**src/rtl/ad9361_mcs_sync_gen.sv**
```systemverilog
// AD9361 multi-chip-sync pulse generator.
// Software arms a sequence from a GPIO level. After an optional wait for the
// next GPS PPS edge and a programmable delay, it emits NUM_PULSES pulses on
// mcs_sync. The pulses are PULSE_CYCLES wide and GAP_CYCLES apart, so both
// RFICs, and several boards, latch MCS against a common time reference.
//
// Ports:
//   clk, rst     system clock; synchronous active-high reset
//   pps_in       GPS PPS, asynchronous to clk (synchronised internally)
//   arm          GPIO level; a rising edge seen in IDLE starts a sequence
//   abort        synchronous cancel, highest priority
//   align_pps    1 = wait for a PPS edge before the delay (sampled on arm)
//   delay        trigger-to-first-pulse delay in clk cycles (sampled on arm)
//   mcs_sync     registered MCS pulse output
//   pps_edge     one-cycle synchronised PPS rising edge (always running)
//   busy         high whenever the sequencer is not idle
//   done         one-cycle pulse after the last pulse of a sequence
//   timeout      sticky flag: PPS never arrived; cleared by the next accepted arm

module ad9361_mcs_sync_gen #(
  parameter int PULSE_CYCLES   = 8,
  parameter int GAP_CYCLES     = 64,
  parameter int NUM_PULSES     = 2,
  parameter int DELAY_W        = 16,
  parameter int TIMEOUT_CYCLES = 200000000
) (
  input  logic               clk,
  input  logic               rst,
  input  logic               pps_in,
  input  logic               arm,
  input  logic               abort,
  input  logic               align_pps,
  input  logic [DELAY_W-1:0] delay,
  output logic               mcs_sync,
  output logic               pps_edge,
  output logic               busy,
  output logic               done,
  output logic               timeout
);

  // Each counter is just wide enough for its terminal value. A counter is
  // reset on every state exit, so none of them can wrap.
  localparam int PW = $clog2(PULSE_CYCLES + 1);
  localparam int GW = $clog2(GAP_CYCLES + 1);
  localparam int NW = $clog2(NUM_PULSES + 1);
  localparam int TW = $clog2(TIMEOUT_CYCLES + 1);

  localparam logic [PW-1:0] PULSE_LAST = PW'(PULSE_CYCLES - 1);
  localparam logic [GW-1:0] GAP_LAST   = GW'(GAP_CYCLES - 1);
  localparam logic [NW-1:0] NUM_LAST   = NW'(NUM_PULSES - 1);
  localparam logic [TW-1:0] TMO_LAST   = TW'(TIMEOUT_CYCLES - 1);

  typedef enum logic [2:0] {
    S_IDLE,
    S_WAIT_PPS,
    S_DELAY,
    S_PULSE,
    S_GAP,
    S_DONE
  } state_t;

  state_t             state;
  logic [2:0]         pps_sync;
  logic               arm_d;
  logic               arm_rise;
  logic [DELAY_W-1:0] dly_lat;
  logic [DELAY_W-1:0] dly_cnt;
  logic [TW-1:0]      tmo_cnt;
  logic [PW-1:0]      pul_cnt;
  logic [GW-1:0]      gap_cnt;
  logic [NW-1:0]      num_cnt;

  // PPS synchroniser. pps_sync[0] is the metastability catch flop. The edge
  // detect uses the two settled stages and is registered, so pps_edge is
  // glitch-free. A pulse that is sampled only once still gives exactly one
  // edge.
  always_ff @(posedge clk) begin
    if (rst) begin
      pps_sync <= '0;
      pps_edge <= 1'b0;
    end else begin
      pps_sync <= {pps_sync[1:0], pps_in};
      pps_edge <= pps_sync[1] & ~pps_sync[2];
    end
  end

  assign arm_rise = arm & ~arm_d;

  // Sequencer. All outputs are registered and change on the same edge as
  // the state transition they belong to, so mcs_sync edges line up exactly
  // with entry to and exit from PULSE.
  always_ff @(posedge clk) begin
    if (rst) begin
      state    <= S_IDLE;
      arm_d    <= 1'b0;
      mcs_sync <= 1'b0;
      busy     <= 1'b0;
      done     <= 1'b0;
      timeout  <= 1'b0;
      dly_lat  <= '0;
      dly_cnt  <= '0;
      tmo_cnt  <= '0;
      pul_cnt  <= '0;
      gap_cnt  <= '0;
      num_cnt  <= '0;
    end else begin
      // Arm history always tracks the pin. An arm held high through an
      // abort or a whole sequence therefore never retriggers.
      arm_d <= arm;
      done  <= 1'b0;

      if (abort) begin
        // Abort beats everything, including an arm edge in the same cycle.
        // timeout is left alone so software can still read why a previous
        // attempt failed.
        state    <= S_IDLE;
        mcs_sync <= 1'b0;
        busy     <= 1'b0;
        dly_cnt  <= '0;
        tmo_cnt  <= '0;
        pul_cnt  <= '0;
        gap_cnt  <= '0;
        num_cnt  <= '0;
      end else begin
        case (state)
          S_IDLE: begin
            if (arm_rise) begin
              // align_pps only steers this one decision, so it is used
              // here directly. delay is needed later, so it is latched.
              dly_lat <= delay;
              timeout <= 1'b0;
              busy    <= 1'b1;
              dly_cnt <= '0;
              tmo_cnt <= '0;
              pul_cnt <= '0;
              gap_cnt <= '0;
              num_cnt <= '0;
              state   <= align_pps ? S_WAIT_PPS : S_DELAY;
            end
          end

          S_WAIT_PPS: begin
            // If the PPS edge and the timeout land on the same cycle, the
            // PPS edge is honoured.
            if (pps_edge) begin
              tmo_cnt <= '0;
              state   <= S_DELAY;
            end else if (tmo_cnt == TMO_LAST) begin
              tmo_cnt <= '0;
              timeout <= 1'b1;
              busy    <= 1'b0;
              state   <= S_IDLE;
            end else begin
              tmo_cnt <= tmo_cnt + 1'b1;
            end
          end

          S_DELAY: begin
            // DELAY lasts dly_lat+1 cycles. delay = 0 therefore still
            // spends the one cycle that moves the trigger into PULSE.
            if (dly_cnt == dly_lat) begin
              dly_cnt  <= '0;
              mcs_sync <= 1'b1;
              state    <= S_PULSE;
            end else begin
              dly_cnt <= dly_cnt + 1'b1;
            end
          end

          S_PULSE: begin
            if (pul_cnt == PULSE_LAST) begin
              pul_cnt  <= '0;
              mcs_sync <= 1'b0;
              if (num_cnt == NUM_LAST) begin
                num_cnt <= '0;
                done    <= 1'b1;
                state   <= S_DONE;
              end else begin
                num_cnt <= num_cnt + 1'b1;
                state   <= S_GAP;
              end
            end else begin
              pul_cnt <= pul_cnt + 1'b1;
            end
          end

          S_GAP: begin
            if (gap_cnt == GAP_LAST) begin
              gap_cnt  <= '0;
              mcs_sync <= 1'b1;
              state    <= S_PULSE;
            end else begin
              gap_cnt <= gap_cnt + 1'b1;
            end
          end

          S_DONE: begin
            busy  <= 1'b0;
            state <= S_IDLE;
          end

          default: begin
            mcs_sync <= 1'b0;
            busy     <= 1'b0;
            state    <= S_IDLE;
          end
        endcase
      end
    end
  end

endmodule
```
**config.mk**
```make
export PLATFORM = sky130hd
export DESIGN_NAME = ad9361_mcs_sync_gen
export DESIGN_NICKNAME = d
export VERILOG_FILES = /design/src/rtl/ad9361_mcs_sync_gen.sv
export SDC_FILE = /design/constraint.sdc
export NUM_CORES = 1
export LEC_CHECK = 0
export BUFFER_PORTS_ARGS = -buffer_cell sky130_fd_sc_hd__clkbuf_2
export CORE_AREA = 4 4 99 101
export CTS_CLUSTER_SIZE = 8
export DETAILED_ROUTE_END_ITERATION = 6
export DIE_AREA = 0 0 103 105
export GPL_TIMING_DRIVEN = 0
export PLACE_DENSITY_LB_ADDON = 0.25
export SYNTH_ARGS = -nofsm -noshare
export SYNTH_HDL_FRONTEND = slang
export SYNTH_SLANG_ARGS = --single-unit
```
**constraint.sdc**
```tcl
create_clock -name clk -period 2.65 [get_ports clk]
set_input_delay 0.265 -clock clk [delete_from_list [all_inputs] [get_ports clk]]
set_output_delay 0.265 -clock clk [all_outputs]
set_load 0.02 [all_outputs]
```
Word level (Yosys, flattened, before mapping)
Cells that the tools add are included.
{ "totals": {"reg_bits": 85, "word_cells": 103} }
{ "op_classes": {"addsub": 5, "eq_ne": 17, "n_mux": 39, "bitwise": 9, "reduce_logical": 19} }
{ "op_table": {"columns": ["op", "n"], "rows": [
  ["$mux 28", 3],
  ["$pmux 28 s2", 1],
  ["$mux 16", 2],
  ["$pmux 16 s2", 1],
  ["$add 28x1->28 const B", 1],
  ["$eq 28x28->1 const B", 1],
  ["$mux 3", 6],
  ["$add 16x1->16 const B", 1],
  ["$eq 16x16->1", 1],
  ["$pmux 3 s5", 1],
  ["$mux 7", 2],
  ["$pmux 7 s2", 1],
  ["$ne 2x2->1 const B", 6],
  ["$mux 1", 11],
  ["$reduce_and 5->1", 2],
  ["$mux 2", 4],
  ["$mux 4", 2],
  ["$pmux 4 s2", 1],
  ["$reduce_and 2->1", 4],
  ["$reduce_and 4->1", 2],
  ["$reduce_bool 2->1", 4],
  ["$add 7x1->7 const B", 1],
  ["$eq 7x6->1 const B", 1],
  ["$not 1->1", 7],
  ["other kinds (18)", 23]
]} }

Depth between registers and ports, before layout
{ "depth": {"word_depth": 4, "ltp_mapped": 9} }

Least setup slack after synthesis
Ideal clock, no wire load.
{ "synth_path": {"path_type": "reg-to-reg", "startpoint": "register tmo_cnt[18]", "endpoint": "register tmo_cnt[1]", "setup_ns": 0.128, "arrival_time_ns": 1.746, "t_required_ns": 2.522, "slack_ns": 0.777, "stages_incl_launch_ff": 8, "path_buffers": 1, "synth_period_minus_slack_ns": 1.873, "cell_sequence": "dfxtp_1 or3_1 or4_4 nor2_4 nor3_2 buf_6 a22oi_1 nor2_1"} }
{ "synth_via": {"elab_chain_cells": 4} }
{ "synth_lines": {"columns": ["element", "line", "text"], "rows": [
  ["start: declaration", "68", "logic [TW-1:0] tmo_cnt;"],
  ["start signal: assignment", "154", "tmo_cnt <= tmo_cnt + 1'b1;"],
  ["$eq 28x28->1", "148", "end else if (tmo_cnt == TMO_LAST) begin"],
  ["$mux 28", "148", null],
  ["$mux 28", "145", "if (pps_edge) begin"],
  ["$pmux 28 s2", "125", "case (state)"]
]} }
Every way passes these cells.
A chain may end at the register's enable or synchronous reset.

Worst setup path in the final report
{ "layout_path": {"startpoint": "register state[2]", "endpoint": "register dly_lat[6]"} }
{ "layout_via": {"elab_chain_cells": 2} }
{ "layout_lines": {"columns": ["element", "line", "text"], "rows": [
  ["start: declaration", "62", "state_t state;"],
  ["start signal: assignment", "138", "state <= align_pps ? S_WAIT_PPS : S_DELAY;"],
  ["$logic_not 3->1", "125", null],
  ["$reduce_and 3->1 (no line)", null, null],
  ["end signal: assignment", "130", "dly_lat <= delay;"],
  ["end: declaration", "66", "logic [DELAY_W-1:0] dly_lat;"]
]} }
Every way passes these cells.

==> flow_summary.toml <==
[setup_path]
path_class = "flop to flop"
cp_top_family = "simple AND/OR/NAND/NOR gates"
crit_chain = "clkbuf_1 -> nor2_1 -> nand3_1 -> nor2_4 -> buf_4 -> mux2i_1 -> nor2_1"
max_stage_delay_ps = 390
critPathRequiredTime_ps = 2880
r2r_start = "state[2]"
cp_common_cell = "nor2_1"
startpoint = "state[2]"
critPathArrivalTime_ps = 2520
cp.buffers_inverters = 2
endpoint_kind = "flop"
path_max_fanout = 10
cp-start-kind = "flop"
cp_slowest_cell = "nand3_1"

[yosys]
ys_warn_count = 0
synth_flop_cell = "dfxtp_1"
synth_xor_area_share_pct = 7.54
synth_seq_area_share_pct = 40.7
syn-cell-area_sq_mm = 0.00418
synth-simple-area-share_pct = 30.5
synth_mux_area_share_pct = 4.31
synth.distinct_cells = 60
synth_compound_area_share_pct = 12.4
synth_top_area_cell = "dfxtp_1"
synth_top_family_by_area = "simple AND/OR/NAND/NOR gates"
syn_nets = 523
synth_top_area_share_pct = 40.7
avgSynthCellArea_sq_um = 8.41
yosys-top-cells-count = "85 x dfxtp_1, 85 x nor2_1, 52 x nand2_1, 26 x xnor2_1, 25 x nand3_1"
synth-edff-count = 0
ys_top_cells_by_area = "dfxtp_1 41%, nor2_1 7.6%, xnor2_1 5.4%"
postSynthCellCount = 497
ys_async_sr_fraction_pct = 0
synth_adder_area_share_pct = 1.20
yosys_register_bits = 85

[timing]
holdWs_ps = 113
fin_crit_ps = 2290
slew_viol_final = 0
post-route-period-util_pct = 86.6
tightest_slew_ps = 629
rsz0062_at_grt = "false"
fmax_mhz = 436
slew_headroom_pct = 57.7
fin_setup_tns_ps = 0
fin_skew_ps = 11.0
final_hold_viol_count = 0
setup_viol = 0

[global_routing]
grt_pass1_wl_mm = 15.8
grt.total_usage_pct = 18.1
grt_pass1_vias = 3427
antenna_found_initial = 0
grt_max_degree = 16
grt-ovfl-total = 0

[power]
p_per_area_mw_per_mm2 = 544
ir_drop_mv = 0.309
power_w = 0.00254
p_leak_nw = 1.59

[routing]
wl_mm = 9.28
num_vias = 3643
drtIter0Drc = 171
post_drt_via_cell_ratio = 5.60
wl_per_cell_um = 14.3
drt_first_pass_iters = 5
drtAntennaViolNets = 0
remaining_drc_errors = 0

[clocking]
cts_made_buffers = 9
cts_hold_buffers = 0
cts_tree = "built"
cts_resized = 0
insertion_delay_ps = 360
cts_max_level = 3
clock-root-buffer = "clkbuf_8"
clock_path_buffers = 2
clock-sinks = 85
cts_setup_buffers = 0
path_clk_slew_ps = 90

[floorplanning]
core_area_sq_mm = 0.00902
die-height_um = 105
start_util_pct = 46.4
die_x_um = 103
rows = 35
io_pins = 27
design.die.area_sq_mm = 0.0108

[min_path]
min_from = "pps_in"
hp-class = "input port to flop"

[layout]
area_growth_pct = 11.8
diodes = 0
fill_cells = 856
fin_nets = 560
post-route-util_pct = 51.8
final_layout_size_suffix_gt1_share_pct = 13.4

[flow_run]
maxCapViolCount = 0

[placed_design]
place_congestion = 0.825
hpwlAfterDp_mm = 6.86
io_buffer_count = 26

[outcome]
outcome = "complete, no violations"
power by group:
group / total, W / switching (W) / internal, W
clock: 0.00102 / 0.000483 / 0.000537
combinational: 0.000214 / 0.000134 / 0.0000807
sequential: 0.00131 / 0.0000134 / 0.00130
per-layer routing:
layer / up-vias / routed length, um / GRT usage [%]
met2: 90 / 4230 / 28.1
met4: 0 / 136 / 5.46
li1: 1841 / - / -
met5: - / 0 / 0
met3: 14 / 466 / 4.14
met1: 1698 / 4450 / 24.9
cells by family (layout without fill, tap and decap cells):
family | after synthesis | count (layout)
multiplexers | 18 | 18
buffers and inverters | 29 | 71
adder cells (fa/ha/maj) | 4 | 4
XOR/XNOR | 36 | 36
AO/OA/AOI/OAI | 77 | 77
flip-flops | 85 | 85
AND/OR/NAND/NOR | 248 | 248
layout by cell type (no fill, tap or decap), types with 4 or more instances in the layout:
cell      instances
nor2_1           85
dfxtp_1          85
nand2_1          52
xnor2_1          26
clkbuf_2         26
nand3_1          25
o21ai_0          19
mux2i_1          18
nand4_1          16
a21oi_1          15
clkbuf_1         13
nor3_1           12
and3_1           10
xor2_1           10
clkbuf_8          9
nor2b_1           8
inv_1             8
a31oi_1           7
a311oi_1          7
nor4_1            4
and4_1            4
o21ai_1           4
ha_1              4
area by class of cell:
| cell class | count | area [sq um] | area share [%] |
|---|---|---|---|
| clock inverters | 7 | 98.8 | 2.12 |
| well taps | 111 | 139 | 2.97 |
| inverters | 8 | 30.0 | 0.643 |
| plain buffers | 21 | 113 | 2.41 |
| flip-flops and latches | 85 | 1700 | 36.4 |
| repair buffers | 26 | 130 | 2.78 |
| clock buffers | 9 | 124 | 2.65 |
| multi-input cells | 383 | 2340 | 50.0 |
sequential cells by signal, indices dropped and copies added (netlist names):
name      count
tmo_cnt      28
dly_cnt      16
dly_lat      16
gap_cnt       7
pul_cnt       4
pps_sync      3
state         3
num_cnt       2
arm_d         1
busy          1
done          1
mcs_sync      1
pps_edge      1
timeout       1
worst reg2reg max path: stages, from the launching register on:
cell and delay (ps):
dfxtp_1 310, clkbuf_1 190, nor2_1 350, nand3_1 390
nor2_4 390, buf_4 280, mux2i_1 200, nor2_1 60
worst paths after layout:
kind,end,slack (ps),cells past startpoint
max,dly_lat[6],360,7
min,pps_sync[0],110,2
max reg2reg,dly_lat[6],360,7
min reg2reg,pps_edge,410,1
metrics by stage:
step	instances	setup slack (ps)	instance area, sq um
floorplan	497	777	4180
global placement	634	466	4450
detailed placement	634	429	4450
CTS	650	406	4670
global route	650	159	4670
finish	650	355	4670
No activity file was read; power rests on OpenSTA's default activity.
